==> config.mk <==
export PLATFORM = sky130hd
export DESIGN_NAME = axi_stream_transmitter
export DESIGN_NICKNAME = d
export VERILOG_FILES = /design/src/rtl/axi_stream_transmitter.sv
export SDC_FILE = /design/constraint.sdc
export NUM_CORES = 1
export LEC_CHECK = 0
export CORE_UTILIZATION = 35
export DETAILED_ROUTE_END_ITERATION = 8
export PLACE_DENSITY = 0.88
export SLEW_MARGIN = 15
export SYNTH_ARGS = -nofsm -noshare
export SYNTH_HDL_FRONTEND = slang
export SYNTH_SLANG_ARGS = --single-unit
==> constraint.sdc <==
create_clock -name ACLK -period 2.1 [get_ports ACLK]
set_input_delay 0.315 -clock ACLK [delete_from_list [all_inputs] [get_ports ACLK]]
set_output_delay 0.315 -clock ACLK [all_outputs]
set_load 0.1 [all_outputs]
==> src/rtl/axi_stream_transmitter.sv <==
// -----------------------------------------------------------------------------
// axi_stream_transmitter
//
// AXI4-Stream master. Registers a free-running 16-bit input word into TDATA
// beats and frames them into packets of PKT_LEN beats. A packet can be cut
// short with how_to_last. Every beat carries the TID/TDEST/TUSER/TKEEP/TSTRB
// sideband signals. All stream outputs are registered, and TVALID never
// depends on TREADY.
//
// Parameters:
//   PKT_LEN  beats per packet when how_to_last is not used (2..256)
//   DEST_ID  constant value driven on TDEST
//   ID_INIT  TID of the first packet after reset
//
// Ports:
//   ACLK         in   1    clock; all logic on its rising edge
//   ARESETn      in   1    synchronous reset, active-high (1 = reset)
//   TREADY       in   1    sink ready
//   in_data      in   16   payload source, sampled when a beat is loaded
//   how_to_last  in   1    force TLAST on the beat being loaded
//   TKEEP        out  2    byte-keep  (2'b11 while TVALID)
//   TSTRB        out  2    byte-strobe (2'b11 while TVALID)
//   TID          out  8    packet identifier, +1 per packet (wraps)
//   TDEST        out  1    destination (DEST_ID)
//   TUSER        out  1    start-of-packet flag
//   TVALID       out  1    beat valid
//   TLAST        out  1    last beat of packet
//   TDATA        out  16   payload
//   txstate      out  128  history of the last 8 accepted TDATA words
//
// Configuration macro:
//   TXSTATE_EN   when defined, txstate shifts in TDATA on every accepted beat.
//                When undefined, txstate is tied to zero and no history
//                registers are built.
// -----------------------------------------------------------------------------
module axi_stream_transmitter #(
  parameter int         PKT_LEN = 8,
  parameter logic       DEST_ID = 1'b0,
  parameter logic [7:0] ID_INIT = 8'h00
) (
  input  logic         ACLK,
  input  logic         ARESETn,
  input  logic         TREADY,
  input  logic [15:0]  in_data,
  input  logic         how_to_last,
  output logic [1:0]   TKEEP,
  output logic [1:0]   TSTRB,
  output logic [7:0]   TID,
  output logic         TDEST,
  output logic         TUSER,
  output logic         TVALID,
  output logic         TLAST,
  output logic [15:0]  TDATA,
  output logic [127:0] txstate
);

  localparam int CNT_W = (PKT_LEN > 1) ? $clog2(PKT_LEN) : 1;

  typedef enum logic [1:0] {
    IDLE = 2'd0,
    LOAD = 2'd1,
    SEND = 2'd2
  } state_t;

  state_t             state_q;
  state_t             state_d;
  logic [CNT_W-1:0]   cnt_q;      // index of the beat currently on the bus
  logic               accept;     // current beat is handed over this edge
  logic               load_beat;  // a new beat enters TDATA this edge
  logic               pkt_start;  // the beat being loaded opens a packet
  logic [CNT_W-1:0]   load_idx;   // index of the beat being loaded
  logic               load_last;  // TLAST for the beat being loaded

  // ---------------------------------------------------------------------------
  // State register
  // ---------------------------------------------------------------------------
  // NOTE: clocked state uses non-blocking assignments so every register
  // samples the pre-edge values, independent of process ordering.
  always_ff @(posedge ACLK) begin
    if (ARESETn) state_q <= IDLE;
    else         state_q <= state_d;
  end

  // ---------------------------------------------------------------------------
  // Next-state logic
  // ---------------------------------------------------------------------------
  // NOTE: the default assignment at the top keeps this block free of latches
  // on paths that do not assign state_d.
  always_comb begin
    state_d = state_q;
    unique case (state_q)
      IDLE:    state_d = LOAD;
      LOAD:    state_d = SEND;
      SEND:    state_d = SEND;  // back-to-back loading happens inside SEND
      default: state_d = IDLE;
    endcase
  end

  // ---------------------------------------------------------------------------
  // Output / control decode
  // ---------------------------------------------------------------------------
  always_comb begin
    accept    = 1'b0;
    load_beat = 1'b0;
    pkt_start = 1'b0;
    unique case (state_q)
      LOAD: begin
        load_beat = 1'b1;
        pkt_start = 1'b1;
      end
      SEND: begin
        accept    = TVALID && TREADY;
        load_beat = accept;
        pkt_start = accept && TLAST;
      end
      default: ;
    endcase
    // A beat that closes a packet restarts indexing at zero. Otherwise the
    // index advances. It never passes PKT_LEN-1 because that index forces TLAST.
    load_idx  = pkt_start ? '0 : cnt_q + CNT_W'(1);
    load_last = how_to_last || (load_idx == CNT_W'(PKT_LEN - 1));
  end

  // ---------------------------------------------------------------------------
  // Stream registers. They hold their value while stalled, so TDATA, TLAST,
  // TUSER and TID stay stable until the beat is accepted.
  // ---------------------------------------------------------------------------
  always_ff @(posedge ACLK) begin
    if (ARESETn) begin
      TDATA  <= '0;
      TVALID <= 1'b0;
      TLAST  <= 1'b0;
      TUSER  <= 1'b0;
      TKEEP  <= 2'b00;
      TSTRB  <= 2'b00;
      TID    <= ID_INIT;
      cnt_q  <= '0;
    end else begin
      if (load_beat) begin
        TDATA  <= in_data;
        TVALID <= 1'b1;
        TLAST  <= load_last;
        TUSER  <= pkt_start;
        TKEEP  <= 2'b11;
        TSTRB  <= 2'b11;
        cnt_q  <= load_idx;
      end
      if (accept && TLAST) TID <= TID + 8'd1;
    end
  end

  assign TDEST = DEST_ID;

  // ---------------------------------------------------------------------------
  // Accepted-beat history for the SHA3 datapath
  // ---------------------------------------------------------------------------
`ifdef TXSTATE_EN
  logic [127:0] hist_q;

  // NOTE: this history is a shift register, not a RAM. It is reset so that
  // the downstream hash never sees stale words from before the reset.
  always_ff @(posedge ACLK) begin
    if (ARESETn)     hist_q <= '0;
    else if (accept) hist_q <= {hist_q[111:0], TDATA};
  end

  assign txstate = hist_q;
`else
  assign txstate = '0;
`endif

endmodule

==> summary.md, run 1 <==
| Metric | Value |
|---|---|
| Post-DP Area | 2470 um2 |
| Hold wc startpoint | TDATA[5] |
| Clock slew at reported path FFs | 0.07 ns |
| Number of synthesized flops with an enable pin | 0 |
| Ports | 180 |
| RSZ-0062 raised after global routing | no |
| # rows | 29 |
| Final Net Count | 364 |
| CP Cell Sequence | inv_1 > ha_1 > inv_1 > nor4_1 > a32o_1 |
| R2R cell count | 5 |
| Syn avg cell area | 8.27 um2 |
| Post-synthesis sequential area ratio | 0.266 |
| CP endpoint kind | flop |
| Post-route clock period utilization | 0.827 |
| CTS tree | done |
| Full die area | 7210 um2 |
| Setup TNS | 0 ns |
| Final WL | 4500 um |
| Die Y | 84.9 um |
| Tot GR Track Use | 0.120 |
| Critical path data arrival time | 1.96 ns |
| Post-synth top area share | 0.415 |
| Most frequent cell on the critical path | inv_1 |
| Fmax | 576 MHz |
| Clk buf depth | 2 |
| Dpl ws | 0.238 ns |
| Final Setup Violations | 0 |
| Post-route cell area | 2580 um2 |
| Overflow after GRT | 0 |
| Status | complete, but fails checks |
| Synth area leaders | buf_4, dfxtp_1, a21oi_1 |
| CP Class | flop to flop |
| Post-CTS Setup Inserts | 0 |
| CP required | 2.33 ns |
| Number of library cell types mapped by synthesis | 37 |
| Post-synth top flop | dfxtp_1 |
| Max-slew violations | 0 |
| Residual DRC | 15 |
| Initial drt markers | 68 |
| CTS Root Cell | clkbuf_8 |
| Yosys reg bits | 32 |
| Yosys top cell by area | buf_4 |
| Worst r2r src | state_q[0] |
| First-pass GRT wire length | 6680 um |
| Largest net degree at the start of global routing | 21 |
| Htree depth | 2 |
| Vias in the first global route | 1363 |
| Placer congestion estimate | 0.742 |
| Critical-path maximum fanout | 12 |
| Design Power | 3.11 mW |
| Starting density of the core | 0.371 |
| Post-DP HPWL | 3510 um |
| Layout cells sized above 1 | 0.156 |
| Initial antenna violation count | 0 |
| Layout Skew | 0.00772 ns |
| Resize count post-CTS | 0 |
| Mapped Area | 2410 um2 |
| Chip width | 84.9 um |
| Core area | 6490 um2 |
| Final antenna-violating net count | 0 |
| Hold path depth | 2 |
| Synth warnings | 0 |
| Peak supply drop | 0.396 mV |
| Worst path slowest cell | ha_1 |
| Area growth, synth to finish | 7.28% |
| Pwr/cell area | 1200 nW/um2 |
| CTS Hold Bufs | 0 |
| Via count | 1708 |
| Failing checks | design-rule violations |
| DR WL/cell | 10.8 um |
| Drt pass-1 iters | 8 |
| Post-Synthesis Cells | 291 |
| Reg2reg end | cnt_q[2] |
| Port Buffers | 50 |
| Min cycle time layout | 1.74 ns |
| Commonest cells post-synth | buf_4, dfxtp_1, a21oi_1, o21ai_0, nand3_1 |
| Num CTS Buffers | 5 |
| Max stage delay on crit path | 0.50 ns |
| Internal reg-to-reg setup slack | 0.36 ns |
| Hold Path Class | flop to flop |
| # diodes | 0 |
| Worst Hold End | TDATA[5] |
| Ys async rst share | 0 |
| Via density per instance | 4.10 |
| MaxCap Viol Count | 0 |
| CP startpoint kind | flop |
| Clock sink count | 32 |
| Worst setup margin | 0.363 ns |
| Worst-Skew Late Latency | 0.28 ns |
| Most common cell in the netlist | buf_4 |
| Hold_ws | 0.479 ns |
| Leakage | 1.22 nW |
| Final Hold Vio Count | 0 |
power breakdown:
part,switching (mW),internal [mW],total [mW]
Clock,0.224,0.352,0.576
Combinational,1.61,0.236,1.84
Sequential,0.0350,0.652,0.687
Total,1.87,1.24,3.11
per-stage QoR:
step | utilization | instances
2_1_floorplan | - | 419
3_3_place_gp | 0.381 | 409
3_5_place_dp | 0.381 | 409
4_1_cts | 0.398 | 417
5_1_grt | 0.398 | 417
6_report | 0.398 | 417
worst max-delay path by stage:
| stage | end | startpoint | depth (start not counted) | slack (ns) |
|---|---|---|---|---|
| 2_1_floorplan | TID[5] | TVALID | 3 | 0.02 |
| 4_1_cts | cnt_q[2] | state_q[0] | 5 | 0.41 |
| 5_1_grt | TDATA[2] | state_q[0] | 6 | 0.25 |
| 6_report | cnt_q[2] | state_q[0] | 5 | 0.36 |
| 3_3_place_gp | cnt_q[2] | TREADY | 4 | 0.27 |
| 3_5_place_dp | TID[6] | TREADY | 4 | 0.24 |
placed cells by master (no fill, tap or decap), types with 2 or more instances in the layout:
cell type	netlist	routed
conb_1	1	129
buf_4	133	34
dfxtp_1	32	32
a21oi_1	24	24
o21ai_0	19	19
clkdlybuf4s50_1	0	19
nand3_1	17	17
inv_1	5	5
nor2_1	5	5
ha_1	5	5
clkbuf_8	0	5
buf_12	0	5
nand4_1	4	4
o311ai_0	4	4
or3_1	3	3
or2_2	3	3
o41ai_1	3	3
xor2_1	2	2
nor2b_1	2	2
nand2_1	2	2
logic make-up (layout without fill, tap and decap cells):
| family | Yosys count | in the layout | share of synthesized area |
|---|---|---|---|
| fa+ha+maj | 5 | 5 | 0.0260 |
| xor+xnor | 2 | 2 | 0.00728 |
| compound gates | 58 | 58 | 0.147 |
| mux | 1 | 1 | 0.00416 |
| flops | 32 | 32 | 0.266 |
| simple gates | 42 | 42 | 0.102 |
| buf+inv | 150 | 71 | 0.446 |
| other cells | 1 | 129 | 0.00156 |
area by class of cell:
| class | instances | area [um2] |
|---|---|---|
| multi-input cells | 237 | 1170 |
| well taps | 77 | 96.3 |
| clock buffers | 6 | 72.6 |
| clock inverters | 2 | 35.0 |
| fillers | 672 | 3910 |
| repair buffers | 58 | 546 |
| flip-flops and latches | 32 | 641 |
| inverters | 5 | 18.8 |
worst max-delay path, delay by kind of cell (launching register included):
family                   cells  cell delay, ns
buffers and inverters        2            0.23
AO/OA/AOI/OAI                1            0.19
adder cells (fa/ha/maj)      1            0.50
flip-flops                   1            0.34
AND/OR/NAND/NOR              1            0.43
metal layers:
| layer | vias to the layer above | GRT usage | share of wire |
|---|---|---|---|
| met5 | - | 0 | 0 |
| met4 | 0 | 0.0508 | 0.0084 |
| met3 | 4 | 0.0272 | 0.073 |
| met2 | 109 | 0.210 | 0.53 |
| met1 | 780 | 0.142 | 0.39 |
| li1 | 815 | - | - |
registers in the layout, summed over array words and instances (netlist names):
name     cells
cnt_q        3
state_q      2
TVALID       1
TID          8
TDATA       16
TLAST        1
TUSER        1
(Power assumes the default switching activity.)
==> run 2, diff against run 1 <==
Settings changed: CORE_UTILIZATION 35 to 31, PLACE_DENSITY 0.88 to 0.82.
Clock period 2.1 ns to 1.4 ns, I/O delays scaled along.
==> run 2 against run 1 <==
Against the previous run:
- the run ends with negative setup slack left
- design area up 28%
- non-clock buffer count up 19
- global-route usage up 0.33 points
- maximum frequency up 23%
- clock power up 39%
- first-iteration DRC count unchanged
- via count up 6.1%
- power up 61%
- worst hold slack better by 0.0037 ns
- setup slack worse by 0.38 ns
- wire length up 13%
- critical endpoint is now cnt_q[0]
- highest routed layer unchanged
==> summary.md, run 2 (synthesized netlist as in run 1, its figures left out) <==
| Metric | Value |
|---|---|
| Full die area | 8120 um2 |
| Worst setup margin | -0.0129 ns |
| Clock slew at reported path FFs | 0.07 ns |
| Internal reg-to-reg setup slack | -0.01 ns |
| Clk buf depth | 2 |
| # diodes | 0 |
| Non-Filler Instances | 458 |
| CP required | 1.62 ns |
| Tot GR Track Use | 0.123 |
| Port Buffers | 50 |
| Layout Skew | 0.00650 ns |
| Biggest regs | TDATA: 16 flops, TID: 8 flops, cnt_q: 3 flops |
| Initial drt markers | 68 |
| Final core occ | 0.447 |
| Placer congestion estimate | 0.781 |
| Post-route clock period utilization | 1.01 |
| Largest register FFs | 16 |
| Core area | 7370 um2 |
| CP startpoint kind | flop |
| Inst Count DP | 447 |
| Num CTS Buffers | 5 |
| Via density per instance | 3.96 |
| Htree depth | 2 |
| CP Class | flop to flop |
| Vias in the first global route | 1588 |
| Clock sink count | 32 |
| Area growth, synth to finish | 36.9% |
| Final antenna-violating net count | 0 |
| Via count | 1813 |
| Critical-path maximum fanout | 7 |
| Chip width | 90.1 um |
| Max-slew violations | 0 |
| Leakage | 1.47 nW |
| Reg with most FFs | TDATA |
| Critical path data arrival time | 1.63 ns |
| Commonest non-fill, non-tap cell in the layout | conb_1 |
| Post-DP HPWL | 3810 um |
| Final Net Count | 383 |
| Fmax | 708 MHz |
| Hold Path Class | input pin to flop |
| Layout cells sized above 1 | 0.281 |
| Reg2reg end | cnt_q[0] |
| Worst-Skew Late Latency | 0.29 ns |
| Overflow after GRT | 0 |
| Hold path depth | 3 |
| Starting density of the core | 0.327 |
| Initial antenna violation count | 0 |
| Worst Hold End | TDATA[9] |
| Final WL | 5090 um |
| Worst r2r src | state_q[0] |
| Final Hold Vio Count | 0 |
| Fillers | 683 |
| Drt pass-1 iters | 4 |
| MaxCap Viol Count | 0 |
| Pwr/cell area | 1520 nW/um2 |
| Die Y | 90.1 um |
| Ports | 180 |
| RSZ-0062 raised after global routing | yes |
| Residual DRC | 0 |
| CTS Hold Bufs | 0 |
| Status | complete, but fails checks |
| Peak supply drop | 0.562 mV |
| Failing checks | negative setup slack |
| CTS Root Cell | clkbuf_8 |
| Min cycle time layout | 1.41 ns |
| CP endpoint kind | flop |
| DR WL/cell | 11.1 um |
| Commonest cells after routing, fill and taps aside | conb_1, buf_12, a21oi_1 |
| R2R cell count | 6 |
| First-pass GRT wire length | 7900 um |
| Largest net degree at the start of global routing | 16 |
| # rows | 31 |
| CTS tree | done |
| Hold wc startpoint | in_data[9] |
| Final Setup Violations | 1 |
==> run 2: changes by cell type in the layout (fill, tap and decap cells not counted), moves of 6 or more <==
cell,delta
o21ai_1,+11
buf_4,-14
buf_12,+27
buf_6,+6
dfxtp_4,+9
dfxtp_1,-12
o21ai_0,-13
==> run 2: what timing repair did <==
action	CTS	global route
setup endpoints to repair	26	26
cloned	1	0
pin swaps	20	13
endpoints found under the hold margin	0	0
resized for setup	24	25
buffers inserted	2	3
==> run 2: worst max path at each step <==
stage                     slack, ns        from        to  depth (start not counted)
after global placement        -0.15      TREADY    TID[2]                          5
after global routing          -0.06  state_q[0]    TID[3]                          6
after detailed placement      -0.24      TREADY  cnt_q[0]                          5
after floorplan               -0.05       TLAST    TID[5]                          4
final                         -0.01  state_q[0]  cnt_q[0]                          6
after CTS                     -0.01  state_q[1]  cnt_q[1]                          8
==> run 2: area by class of cell <==
cell class	instances	area (um2)	share of cell area
multi-input combinational	237	1320	0.400
timing repair buffer	77	1050	0.318
sequential	32	678	0.206
tap	99	124	0.0376
clock buffer	7	97.6	0.0296
inverter	5	23.8	0.00722
clock inverter	1	5.00	0.00152
==> run 2: stage by stage <==
step / hold slack [ns] / setup WS [ns] / setup TNS (ns) / power, mW / cell area [um2]
2_1_floorplan: 0.358 / -0.0522 / -0.135 / 3.75 / 2950
3_3_place_gp: 0.467 / -0.146 / -2.31 / 4.08 / 3010
3_5_place_dp: 0.492 / -0.240 / -3.85 / 4.10 / 3010
4_1_cts: 0.472 / -0.00994 / -0.0396 / 5.07 / 3230
5_1_grt: 0.496 / -0.0572 / -0.392 / 5.18 / 3290
6_report: 0.482 / -0.0129 / -0.0129 / 5.01 / 3290
==> run 2: critical path, stage by stage (launching register included) <==
cell and delay (ns):
dfxtp_4 0.36, inv_4 0.08, ha_4 0.17, nand3_4 0.13, buf_6 0.17, nor4b_4 0.25, o21a_1 0.19
==> run 2: metal layers <==
layer  GRT usage  wire length, um
met1       0.131             1860
met2       0.223             2740
met3      0.0296              386
met4      0.0685              107
met5           0                0
==> run 2: where the power goes <==
| group | switching, mW | total, mW | internal, mW |
|---|---|---|---|
| combinational | 2.49 | 3.14 | 0.644 |
| clock | 0.345 | 0.801 | 0.456 |
| sequential | 0.0931 | 1.07 | 0.977 |
| total | 2.93 | 5.01 | 2.08 |
==> run 3, diff against run 2 <==
Settings changed: CORE_MARGIN set to 10.
==> run 3 against run 2 <==
Against the previous run:
- the run still ends with negative setup slack left
- sequential power is essentially flat
- largest power group unchanged
- clock power shrank 6.1%
- largest cell class unchanged
- critical path depth is the same
- maximum frequency shrank 3.7%
- sequential cell count is the same
- highest routed layer unchanged
==> summary.md, run 3 (synthesized netlist as in run 1, its figures left out) <==
| Metric | Value |
|---|---|
| Max stage delay on crit path | 0.36 ns |
| Leakage | 1.40 nW |
| Worst path slowest cell | dfxtp_2 |
| Met2 GRT Util | 0.188 |
| Ports | 180 |
| DR WL/cell | 14.4 um |
| Clock network power share | 0.153 |
| Post-DP Area | 2990 um2 |
| CP required | 1.57 ns |
| Overflow after GRT | 0 |
| CP startpoint kind | flop |
| Failing checks | negative setup slack |
| Post-DP HPWL | 5390 um |
| Layout Skew | 0.00357 ns |
| R2R cell count | 6 |
| MaxCap Viol Count | 0 |
| CP Cell Sequence | inv_2 > ha_4 > buf_4 > a21oi_2 > a41oi_2 > a311oi_1 |
| Internal power | 1.97 mW |
| Max-slew violations | 0 |
| Commonest non-fill, non-tap cell in the layout | conb_1 |
| CP Class | flop to flop |
| M3 GR Usage | 0.0381 |
| Critical-path maximum fanout | 4 |
| Commonest cells after routing, fill and taps aside | conb_1, buf_12, a21oi_1 |
| Initial antenna violation count | 0 |
| RSZ-0062 raised after global routing | yes |
| CP endpoint kind | flop |
| CTS Root Cell | clkbuf_8 |
| Final Net Count | 379 |
| Global route hottest layer | met2 |
| Port Buffers | 50 |
| Tot GR Track Use | 0.100 |
| Final Hold Vio Count | 0 |
| Largest net degree at the start of global routing | 18 |
| CTS tree | done |
| Clock slew at reported path FFs | 0.07 ns |
| Fmax | 681 MHz |
| Vias in the first global route | 1950 |
| Residual DRC | 0 |
| Critical path depth | 6 |
| Switching Share | 0.599 |
| Initial drt markers | 49 |
| Final Setup Violations | 10 |
| Final WL | 6570 um |
| WP buf/inv | 2 |
| Global-route met1 utilization | 0.0907 |
| Reg with most FFs | TDATA |
| Post-route cell area | 3230 um2 |
| Area growth, synth to finish | 34.2% |
| Min cycle time layout | 1.47 ns |
| Peak supply drop | 0.520 mV |
| Chip width | 108 um |
| Via count | 1825 |
| Hold Path Class | input pin to flop |
| Layout cells sized above 1 | 0.270 |
| Final core occ | 0.422 |
| Sw Pwr | 2.95 mW |
| Biggest regs | TDATA: 16 flops, TID: 8 flops, cnt_q: 3 flops |
| Worst-Skew Late Latency | 0.29 ns |
| Die Y | 108 um |
| Htree depth | 2 |
| Full die area | 11700 um2 |
| Critical path data arrival time | 1.64 ns |
| Pwr/cell area | 1530 nW/um2 |
| Clock sink count | 32 |
| Crit-path leading delay family | compound AO/OA/AOI/OAI gates |
| Placer congestion estimate | 0.826 |
| Hold path depth | 3 |
| # rows | 32 |
| Num CTS Buffers | 5 |
| Status | complete, but fails checks |
| First-pass GRT wire length | 9550 um |
| Worst setup margin | -0.0676 ns |
| Post-route clock period utilization | 1.05 |
| Largest register FFs | 16 |
| Via density per instance | 3.99 |
| Final antenna-violating net count | 0 |
| # diodes | 0 |
| Comb pwr share | 0.630 |
| Core area | 7650 um2 |
| Sequential Power Share | 0.218 |
| Clk buf depth | 2 |
| Starting density of the core | 0.315 |
| Drt pass-1 iters | 4 |
run 3: layout make-up:
cell class                 instances  area, um2
tap                              102        128
fill                             731       4420
inverter                           5       21.3
clock inverter                     1       7.51
multi-input combinational        237       1310
clock buffer                       7       86.3
timing repair buffer              73       1010
sequential                        32        674
run 3: timing repair:
action	CTS	global route
resized for setup	25	17
setup endpoints to repair	28	27
buffers inserted	0	1
pin swaps	1	4
gates cloned	0	0
hold buffers	0	0
run 3: path summary, 6_finish.rpt:
| check | from | endpoint | slack (ns) |
|---|---|---|---|
| hold reg to reg | cnt_q[1] | cnt_q[1] | 0.50 |
| hold / removal | in_data[5] | TDATA[5] | 0.48 |
| setup / recovery | state_q[1] | TLAST | -0.07 |
| setup reg to reg | state_q[1] | TLAST | -0.07 |
run 3: power by group through the flow:
| stage | combinational [mW] | sequential (mW) | clock, mW |
|---|---|---|---|
| finish | 3.10 | 1.07 | 0.752 |
| CTS | 3.07 | 1.07 | 0.766 |
| floorplan | 2.31 | 1.43 | 0 |
| detailed placement | 2.99 | 1.08 | 0 |
| global route | 3.20 | 1.08 | 0.823 |
| global placement | 2.97 | 1.07 | 0 |
run 3: worst reg2reg max path, cell delays in order, from the launching register on:
cell	delay, ns
dfxtp_2	0.36
inv_2	0.07
ha_4	0.18
buf_4	0.16
a21oi_2	0.17
a41oi_2	0.14
a311oi_1	0.28
run 3: metal layers:
| metal | part of all wire | wire length (um) |
|---|---|---|
| met1 | 0.33 | 2170 |
| met2 | 0.53 | 3490 |
| met3 | 0.11 | 738 |
| met4 | 0.026 | 174 |
| met5 | 0 | 0 |
run 3: per-stage QoR:
step	total power [mW]	setup WS (ns)	instances	setup TNS (ns)	hold WS [ns]
final	4.93	-0.0676	457	-0.239	0.481
after global routing	5.11	-0.0843	457	-1.39	0.490
after CTS	4.91	-0.0283	456	-0.175	0.482
after floorplan	3.75	-0.0522	419	-0.135	0.358
after detailed placement	4.07	-0.204	448	-3.99	0.482
after global placement	4.04	-0.140	448	-2.17	0.469
